File: config.mk
export PLATFORM = sky130hd
export DESIGN_NAME = sync_fifo_param_flat
export DESIGN_NICKNAME = d
export VERILOG_FILES = /design/src/rtl/sync_fifo_param_if.sv /design/src/rtl/sync_fifo_param.sv /design/src/flat_wrapper.sv
export SDC_FILE = /design/constraint.sdc
export NUM_CORES = 1
export LEC_CHECK = 0
export BUFFER_PORTS_ARGS = -buffer_cell sky130_fd_sc_hd__clkbuf_2
export CORE_MARGIN = 10
export CORE_UTILIZATION = 60
export DETAILED_ROUTE_END_ITERATION = 16
export PLACE_DENSITY = 0.83
export REMOVE_ABC_BUFFERS = 1
export SYNTH_ARGS = -nofsm -noshare
export SYNTH_HDL_FRONTEND = slang
export SYNTH_SLANG_ARGS = --single-unit
File: constraint.sdc
create_clock -name clk -period 2.9 [get_ports clk]
set_input_delay 0.145 -clock clk [delete_from_list [all_inputs] [get_ports clk]]
set_output_delay 0.145 -clock clk [all_outputs]
set_load 0.01 [all_outputs]
File: src/rtl/sync_fifo_param_if.sv
// Producer/consumer handshake bundle for sync_fifo_param.
// The FIFO connects through the slave modport; the master side drives requests and observes status.
interface sync_fifo_param_if #(
  parameter int WIDTH = 8,
  parameter int DEPTH = 16
);
  localparam int CW = $clog2(DEPTH) + 1;

  logic             wr_en;
  logic [WIDTH-1:0] wdata;
  logic             rd_en;
  logic [WIDTH-1:0] rdata;
  logic             full;
  logic             empty;
  logic             almost_full;
  logic             almost_empty;
  logic             overflow;
  logic             underflow;
  logic [CW-1:0]    count;

  modport master (
    output wr_en, wdata, rd_en,
    input  rdata, full, empty, almost_full, almost_empty, overflow, underflow, count
  );

  modport slave (
    input  wr_en, wdata, rd_en,
    output rdata, full, empty, almost_full, almost_empty, overflow, underflow, count
  );
endinterface

File: src/rtl/sync_fifo_param.sv
// Single-clock parametrised FIFO with explicit fill count, registered flags and error pulses.
// Define SYNC_FIFO_FWFT_EN for first-word-fall-through reads; default is a registered read (latency 1).
module sync_fifo_param #(
  parameter int WIDTH     = 8,
  parameter int DEPTH     = 16,
  parameter int AF_MARGIN = 2,
  parameter int AE_MARGIN = 2
) (
  input  logic             clk,
  input  logic             res,
  sync_fifo_param_if.slave bus
);
  localparam int AW = $clog2(DEPTH);
  localparam int CW = AW + 1;

  localparam logic [CW-1:0] FULL_LEVEL = CW'(DEPTH);
  localparam logic [CW-1:0] AF_LEVEL   = CW'(DEPTH - AF_MARGIN);
  localparam logic [CW-1:0] AE_LEVEL   = CW'(AE_MARGIN);

  logic [WIDTH-1:0] mem [DEPTH];

  logic [AW-1:0] wr_ptr_reg;
  logic [AW-1:0] rd_ptr_reg;
  logic [CW-1:0] count_reg;
  logic [CW-1:0] count_next;
  logic          full_reg;
  logic          empty_reg;
  logic          almost_full_reg;
  logic          almost_empty_reg;
  logic          overflow_reg;
  logic          underflow_reg;
  logic          wr_accept;
  logic          rd_accept;

  // A read at full frees the slot the same edge, so the write is still taken.
  assign wr_accept = bus.wr_en && (!full_reg || bus.rd_en);
  assign rd_accept = bus.rd_en && !empty_reg;

  always_comb begin
    count_next = count_reg;
    case ({wr_accept, rd_accept})
      2'b10:   count_next = count_reg + CW'(1);
      2'b01:   count_next = count_reg - CW'(1);
      default: count_next = count_reg;
    endcase
  end

  // Flags are registered from count_next so they line up with count every cycle.
  always_ff @(posedge clk) begin
    if (res) begin
      wr_ptr_reg       <= '0;
      rd_ptr_reg       <= '0;
      count_reg        <= '0;
      full_reg         <= 1'b0;
      empty_reg        <= 1'b1;
      almost_full_reg  <= 1'b0;
      almost_empty_reg <= 1'b1;
      overflow_reg     <= 1'b0;
      underflow_reg    <= 1'b0;
    end else begin
      if (wr_accept) wr_ptr_reg <= wr_ptr_reg + AW'(1);
      if (rd_accept) rd_ptr_reg <= rd_ptr_reg + AW'(1);
      count_reg        <= count_next;
      full_reg         <= (count_next == FULL_LEVEL);
      empty_reg        <= (count_next == '0);
      almost_full_reg  <= (count_next >= AF_LEVEL);
      almost_empty_reg <= (count_next <= AE_LEVEL);
      overflow_reg     <= bus.wr_en && full_reg && !bus.rd_en;
      underflow_reg    <= bus.rd_en && empty_reg;
    end
  end

  always_ff @(posedge clk) begin
    if (wr_accept && !res) mem[wr_ptr_reg] <= bus.wdata;
  end

`ifdef SYNC_FIFO_FWFT_EN
  // Head word is visible combinationally; forced to zero while nothing is stored.
  assign bus.rdata = empty_reg ? '0 : mem[rd_ptr_reg];
`else
  logic [WIDTH-1:0] rdata_reg;

  always_ff @(posedge clk) begin
    if (res) begin
      rdata_reg <= '0;
    end else if (rd_accept) begin
      rdata_reg <= mem[rd_ptr_reg];
    end
  end

  assign bus.rdata = rdata_reg;
`endif

  assign bus.count        = count_reg;
  assign bus.full         = full_reg;
  assign bus.empty        = empty_reg;
  assign bus.almost_full  = almost_full_reg;
  assign bus.almost_empty = almost_empty_reg;
  assign bus.overflow     = overflow_reg;
  assign bus.underflow    = underflow_reg;
endmodule

File: src/flat_wrapper.sv
// flat-port wrapper written by rule: the top's interface ports become plain ports
module sync_fifo_param_flat 
#(
  parameter int WIDTH     = 8,
  parameter int DEPTH     = 16,
  parameter int AF_MARGIN = 2,
  parameter int AE_MARGIN = 2
)
  (clk, res, bus_wr_en, bus_wdata, bus_rd_en, bus_rdata, bus_full, bus_empty, bus_almost_full, bus_almost_empty, bus_overflow, bus_underflow, bus_count);
  sync_fifo_param_if #(.WIDTH(WIDTH), .DEPTH(DEPTH)) bus_i ();
  input  logic clk;
  input  logic res;
  input wire logic [$bits(bus_i.wr_en)-1:0] bus_wr_en;
  input wire logic [$bits(bus_i.wdata)-1:0] bus_wdata;
  input wire logic [$bits(bus_i.rd_en)-1:0] bus_rd_en;
  output wire logic [$bits(bus_i.rdata)-1:0] bus_rdata;
  output wire logic [$bits(bus_i.full)-1:0] bus_full;
  output wire logic [$bits(bus_i.empty)-1:0] bus_empty;
  output wire logic [$bits(bus_i.almost_full)-1:0] bus_almost_full;
  output wire logic [$bits(bus_i.almost_empty)-1:0] bus_almost_empty;
  output wire logic [$bits(bus_i.overflow)-1:0] bus_overflow;
  output wire logic [$bits(bus_i.underflow)-1:0] bus_underflow;
  output wire logic [$bits(bus_i.count)-1:0] bus_count;
  assign bus_i.wr_en = bus_wr_en;
  assign bus_i.wdata = bus_wdata;
  assign bus_i.rd_en = bus_rd_en;
  assign bus_rdata = bus_i.rdata;
  assign bus_full = bus_i.full;
  assign bus_empty = bus_i.empty;
  assign bus_almost_full = bus_i.almost_full;
  assign bus_almost_empty = bus_i.almost_empty;
  assign bus_overflow = bus_i.overflow;
  assign bus_underflow = bus_i.underflow;
  assign bus_count = bus_i.count;
  sync_fifo_param #(.WIDTH(WIDTH), .DEPTH(DEPTH), .AF_MARGIN(AF_MARGIN), .AE_MARGIN(AE_MARGIN)) u_core (.clk(clk), .res(res), .bus(bus_i));
endmodule
==> results of run 1 <==
kinds of logic (layout without fill, tap and decap cells):
family,count (synthesis),in the layout,share of synthesized area (%)
compound gates,53,53,6.478
xor+xnor,9,9,1.267
fa+ha+maj,8,8,1.609
buf+inv,25,92,2.153
flops,155,155,70.49
mux,35,35,12.09
simple gates,74,74,5.914
area by class of cell:
cell class | instances | area [um2] | area share, %
well taps | 136 | 170.2 | 2.358
clock inverters | 15 | 167.7 | 2.324
flip-flops and latches | 155 | 4385 | 60.78
repair buffers | 55 | 357.8 | 4.959
inverters | 5 | 18.77 | 0.2601
clock buffers | 17 | 414.1 | 5.740
multi-input cells | 179 | 1702 | 23.58
worst paths after layout:
| kind | startpoint | to | slack, ps | cells after the start |
|---|---|---|---|---|
| min reg2reg | u_core.bus.rdata[7] | u_core.bus.rdata[7] | 460 | 2 |
| min | bus_wdata[7] | u_core.mem[14][7] | 30 | 1 |
| max reg2reg | u_core.bus.full | u_core.bus.full | 420 | 9 |
| max | bus_rd_en | u_core.bus.full | 410 | 11 |
power by group:
| part | leakage, nW | switching, mW | total, mW | internal (mW) |
|---|---|---|---|---|
| Clock | 0.283 | 0.993 | 2.11 | 1.12 |
| Combinational | 0.833 | 0.433 | 0.847 | 0.414 |
| Sequential | 1.37 | 0.108 | 2.60 | 2.49 |
stage by stage:
step / hold WS (ps) / cell area (um2) / util (%)
6_report: 32.10 / 7216 / 70.53
5_1_grt: 48.81 / 7216 / 70.53
4_1_cts: 3.954 / 7216 / 70.53
3_5_place_dp: 427.2 / 6604 / 64.55
3_3_place_gp: 404.8 / 6604 / 64.55
2_1_floorplan: 214.1 / 6105 / -
cell usage in the layout (no fill, tap or decap), types with 2 or more instances in the layout:
master / count
edfxtp_1: 128
mux4_2: 32
clkbuf_2: 30
dfxtp_1: 26
nor2_1: 23
buf_4: 21
nand2_1: 18
a22o_1: 16
clkbuf_16: 16
a21oi_1: 11
o21ai_1: 8
ha_1: 8
xor2_1: 6
inv_8: 6
nand2b_1: 5
inv_1: 5
nor3_1: 4
nand3_1: 4
and3_1: 3
nor2b_1: 3
and2_1: 3
xnor2_1: 3
o21ai_0: 3
clkinv_8: 3
inv_6: 3
dlygate4sd3_1: 3
and2_2: 2
mux2i_1: 2
nor3b_1: 2
o221ai_1: 2
clkinv_4: 2
routing by layer:
layer	global-route usage [%]	part of all wire, %
met1	21.89	38
met2	31.39	52
met3	4.533	7.7
met4	9.165	3.1
met5	0	0
==> metrics, run 1 <==
DRT Pass-1 Iters 5; Post-Syn Area 6220 um2; core area 10,230 um2; Crit. End Element flop; area grow syn2layout 16.01%; routed len/inst 23.50 um; cells resized by post-CTS repair 0; via count 3,485; # nets final 433; largest net degree at the start of global routing 36; worst-path fanout max 11; EDFF count, synth 128; max cap viols 0; critical path, cell by cell dlygate4sd3_1 -> clkbuf_2 -> nand2b_1 -> nand2_1 -> ha_1 -> xor2_1 -> ha_1 -> o21a_1 -> o22a_1 -> o211ai_2 -> nor4b_1; final period utilization 85.91%; hold_buf cts 3; Critical Path AT 2920 ps; peak supply drop 0.4366 mV; Synth area leader edfxtp_1; Syn. warnings 0; final setup violation count 0; Routed Antenna Nets 0; pre-CTS setup slack 498.3 ps; Worst slew margin 46.60%; sequential cell area fraction in the yosys report 70.49%; GRT overflow 0; Primary FF master, synth edfxtp_1; clock skew 12.67 ps; Yosys reg bits 155; RSZ-0062 raised after global routing false; Clock Pin Slew Worst Setup and Hold Paths 70 ps; post-synthesis instance total 359; Layout fillers 590; final hold violation count 0; most common cell in the netlist edfxtp_1; Clock Latency Late Sink 530 ps; pwr dens 769.8 nW/um2; worst min-delay path class primary input to flop; H-tree Lvls 4; initial antenna violation count 0; synth top area cells edfxtp_1 (62%), mux4_2 (12%), dfxtp_1 (8.7%), a22o_1 (2.3%), ha_1 (1.6%); Post-CTS Setup Inserts 0; ys async rst share 0%; DPL Wire Length 7952 um; Root Driver clkbuf_8; critical path required time 3330 ps; CP Buf/Inv Count 2; Finished Layout Cells 562; GPL Wtd Cong 0.8197; Avg Vias per Cell 6.201; Tot Pwr 5.554 mW; Sink Count 155; Worst setup SP type primary input; Avg Cell Area, Syn 17.33 um2; initial core utilization 60.79%; Die W 121.8 um; DRC 0; Least-Margin Pin Slew 799.3 ps; DRT iter0 DRCs 405; post-layout min period 2491 ps; Die Footprint 14,840 um2; setup ws final 408.7 ps; Fmax 0.4014 GHz; All-Layer GR Usage 18.61%; dpl cells 527; antenna cells 0; CP top delay family simple AND/OR/NAND/NOR gates; Synth top cells by count edfxtp_1 (128), mux4_2 (32), dfxtp_1 (27); CP most frequent cell ha_1; setup TNS 0 ps; CTS tree built; Static Leak 2.490 nW; max reg flops 128; CP Class primary input to flop; status completed; row cnt 37; Die Y 121.8 um; DRT Wirelength 13,210 um; Worst path max stage delay 540 ps; critical path's slowest cell dlygate4sd3_1; I/O pins 31; Netlist cell types 49; vias in the first global route 3,570; Slew Limit Fails 0; Clock Tree Buf Depth 2; I/O Buffers 30; global-route wire length before repair 20,250 um; share of layout cells above drive strength 1 29.81%; share of the synthesized area in the top cell type 61.80%; CTS buffer count 17
(Power assumes the default switching activity.)
==> inputs of run 2 (changes only) <==
Settings changed: BUFFER_PORTS_ARGS -buffer_cell sky130_fd_sc_hd__clkbuf_2 to unset, CORE_UTILIZATION 60 to 63, DONT_BUFFER_PORTS set to 1, PLACE_DENSITY 0.83 to 0.84.
==> metrics, run 2 (synthesized netlist as in run 1, its figures left out) <==
Clock Latency Late Sink 530 ps; critical path's slowest cell dfxtp_1; CP most frequent cell ha_1; final period utilization 89.40%; Post-CTS Setup Inserts 0; worst min-delay path class primary input to flop; H-tree Lvls 4; final hold violation count 0; Slew Limit Fails 0; reg2reg setup slack 310 ps; setup TNS 0 ps; Finished Layout Cells 527; vias in the first global route 3,396; commonest non-fill, non-tap cell in the layout edfxtp_1; Clock Pin Slew Worst Setup and Hold Paths 60 ps; core area 9684 um2; DRT Pass-1 Iters 5; Static Leak 2.324 nW; Worst Setup EP u_core.bus.full; DRT iter0 DRCs 410; Crit. End Element flop; worst-path fanout max 11; reg2reg start u_core.bus.full; global-route wire length before repair 18,630 um; Worst path max stage delay 390 ps; hold_buf cts 12; Routed Antenna Nets 0; Die Y 119.4 um; Sink Count 155; pwr dens 769.0 nW/um2; Root Driver clkbuf_8; initial core utilization 64.22%; row cnt 36; Die Footprint 14,250 um2; critical path required time 3320 ps; Worst slew margin 39.06%; post-layout min period 2593 ps; Least-Margin Pin Slew 910.8 ps; CP Launch Point u_core.bus.full; DRT Wirelength 11,830 um; clock skew 6.805 ps; Worst setup SP type flop; GRT overflow 0; critical path, cell by cell nand2b_1 -> nand2_1 -> ha_1 -> xor2_1 -> ha_1 -> o21a_1 -> o22a_1 -> o211ai_2 -> nor4b_1; cells resized by post-CTS repair 0; peak supply drop 0.8187 mV; routed len/inst 22.44 um; Clock Tree Buf Depth 2; Die W 119.4 um; Fmax 0.3857 GHz; antenna cells 0; All-Layer GR Usage 17.39%; RSZ-0062 raised after global routing false; most frequent cells in the layout edfxtp_1 (128), mux4_2 (32), dfxtp_1 (26), nor2_1 (23), nand2_1 (18); dpl cells 483; largest net degree at the start of global routing 36; CP Class flop to flop; final setup violation count 0; max reg flops 128; r2r worst-path depth 9; DRC 0; I/O pins 31; # nets final 401; I/O Buffers 0; Avg Vias per Cell 6.218; via count 3,277; capture point of the worst reg-to-reg path u_core.bus.full; share of layout cells above drive strength 1 21.32%; GPL Wtd Cong 0.8164; max cap viols 0; CTS tree built; Critical Path AT 3010 ps; status completed; CTS buffer count 17; area grow syn2layout 13.16%; DPL Wire Length 7151 um; initial antenna violation count 0
## run 2: area by class of cell
class / instances / area [um2]
clock buffer: 20 / 435.4
fill: 558 / 2646
inverter: 5 / 18.77
multi-input combinational: 179 / 1702
tap: 133 / 166.4
timing repair buffer: 23 / 215.2
clock inverter: 12 / 115.1
sequential: 155 / 4385
## run 2: worst min path at each step
stage | start | depth (start not counted) | endpoint | slack [ps]
2_1_floorplan | res | 1 | u_core.bus.rdata[0] | 210
3_3_place_gp | res | 1 | u_core.rd_ptr_reg[0] | 220
3_5_place_dp | res | 1 | u_core.rd_ptr_reg[0] | 220
4_1_cts | bus_rd_en | 2 | u_core.bus.underflow | 360
5_1_grt | bus_wr_en | 4 | u_core.mem[12][2] | 390
6_report | bus_rd_en | 2 | u_core.bus.underflow | 380
## run 2: power by group
part	internal [mW]	total (mW)	switching (mW)
logic	0.378	0.768	0.391
clock network	1.17	2.04	0.868
registers	2.49	2.60	0.113
## run 2: stage by stage
stage	utilization, %	setup slack (ps)	hold slack (ps)	cell area, um2	power [mW]
finish	72.67	307.5	375.3	7038	5.412
global route	72.67	118.2	390.5	7038	5.625
CTS	72.67	354.1	358.3	7038	5.440
detailed placement	65.75	394.5	223.4	6367	3.373
global placement	65.75	502.0	217.8	6367	3.351
floorplan	-	215.7	214.1	6105	3.182
## run 2: worst max-delay path, delay by kind of cell (launching register included)
family	cells	cell delay [ps]
xor gates and xnor gates	1	130
DFF	1	390
adders and majority gates	2	630
AOI/OAI and AO/OA	3	680
and+or+nand+nor	3	650
## run 2: metal layers
metal	vias to the layer above	track usage, %	routed length [um]
li1	1457	-	-
met1	1664	21.17	4693
met2	130	28.04	6012
met3	26	5.432	826
met4	0	7.843	294
met5	-	0	0
==> inputs of run 3 (changes only) <==
Settings changed: CORE_UTILIZATION 63 to 50, CTS_BUF_LIST set to sky130_fd_sc_hd__clkbuf_8, PLACE_DENSITY 0.84 to 0.7, RECOVER_POWER set to 50.
==> metrics, run 3 (synthesized netlist as in run 1, its figures left out) <==
I/O Buffers 0; status completed; DRT Pass-1 Iters 4; Fin Hold WS 76.95 ps; routed len/inst 21.13 um; register share of total power 52.4%; Sink Count 155; All-Layer GR Usage 14.41%; share of layout cells above drive strength 1 23.57%; H-tree Lvls 4; CP Class flop to flop; Clock Tree Buf Depth 2; CTS tree built; dpl cells 528; antenna cells 0; area grow syn2layout 12.53%; Sw Ratio 25.77%; Gate power share 15.5%; via count 3,218; RSZ-0062 raised after global routing false; Crit. End Element flop; worst min-delay path class primary input to flop; # nets final 410; Worst path max stage delay 560 ps; Clock Latency Late Sink 450 ps; Finished Layout Cells 571; Static Leak 2.308 nW; Worst slew margin 46.18%; final period utilization 84.58%; critical path, cell by cell nand2b_1 -> inv_1 -> buf_4 -> ha_1 -> o41ai_1 -> o22ai_2 -> o41ai_2; final setup violation count 0; worst-path fanout max 13; Slew Limit Fails 0; post-layout min period 2453 ps; DPL Wire Length 7661 um; DRC 0; I/O pins 31; initial core utilization 51.35%; Avg Vias per Cell 5.636; most frequent cells in the layout edfxtp_1 (128), mux4_2 (32), dfxtp_1 (26), nor2_1 (23), buf_4 (20); peak supply drop 0.3110 mV; Fmax 0.4077 GHz; commonest non-fill, non-tap cell in the layout edfxtp_1; clock skew 12.33 ps; Die Y 131.5 um; Critical Path AT 2800 ps; largest net degree at the start of global routing 36; core area 12,110 um2; max cap viols 0; CP top delay family compound AO/OA/AOI/OAI gates; max reg flops 128; Least-Margin Pin Slew 805.7 ps; pwr dens 707.6 nW/um2; Die W 131.5 um; critical path required time 3240 ps; switching pwr 1.276 mW; Routed Antenna Nets 0; final hold violation count 0; DRT iter0 DRCs 251; cells resized by post-CTS repair 0; Tot Pwr 4.952 mW; clock share of power 32.1%; Worst setup SP type flop; Die Footprint 17,300 um2; setup TNS 0 ps; row cnt 40; critical path's slowest cell o41ai_1; DRT Wirelength 12,060 um; CP Buf/Inv Count 2; GRT overflow 0; Internal 3.676 mW; global-route wire length before repair 19,170 um; GPL Wtd Cong 0.7721; Clock Pin Slew Worst Setup and Hold Paths 90 ps; initial antenna violation count 0; Layout fillers 911; CTS buffer count 17; Root Driver clkbuf_8; vias in the first global route 3,379
-- run 3: layout make-up --
type | instances | area, um2 | share of cell area [%]
Tap cell | 168 | 210.2 | 3.003
Clock buffer | 19 | 261.5 | 3.736
Inverter | 5 | 18.77 | 0.2681
Clock inverter | 13 | 141.4 | 2.020
Sequential cell | 155 | 4385 | 62.66
Multi-Input combinational cell | 179 | 1702 | 24.31
Timing Repair Buffer | 32 | 280.3 | 4.004
-- run 3: layer usage --
layer | GRT usage, % | wire, um
met1 | 17.19 | 4794
met4 | 6.057 | 114
met2 | 23.71 | 6147
met3 | 4.421 | 1008
met5 | 0 | 0
-- run 3: through the flow --
stage / setup slack [ps] / area [um2] / util [%]
6_report: 447.1 / 6999 / 57.79
5_1_grt: 292.1 / 6999 / 57.79
4_1_cts: 442.8 / 6999 / 57.79
3_5_place_dp: 476.1 / 6486 / 53.55
3_3_place_gp: 546.9 / 6486 / 53.55
2_1_floorplan: 215.7 / 6105 / -
-- run 3: final timing paths --
check                 startpoint                 endpoint  slack (ps)  depth (start not counted)
max reg2reg     u_core.bus.empty  u_core.bus.almost_empty         450                          7
min                    bus_rd_en     u_core.rd_ptr_reg[1]          80                          4
min reg2reg  u_core.bus.rdata[7]      u_core.bus.rdata[7]         510                          2
max             u_core.bus.empty  u_core.bus.almost_empty         450                          7
-- run 3: power groups by stage --
stage | clock [mW] | combinational [mW] | sequential, mW
2_1_floorplan | 0 | 0.495 | 2.69
3_3_place_gp | 0 | 0.718 | 2.65
3_5_place_dp | 0 | 0.731 | 2.65
4_1_cts | 1.63 | 0.774 | 2.60
5_1_grt | 1.73 | 0.836 | 2.61
6_report | 1.59 | 0.766 | 2.59
-- run 3: tightest hold or removal path, cell delays in order --
cell      delay, ps
nand2b_1         50
buf_4           170
nand2_1          60
a21oi_1          50
-- run 3: repair_timing --
item                                   4_1_cts  5_1_grt
endpoints found under the hold margin      151        0
hold buffers                                11        0
buffers inserted                             0        0
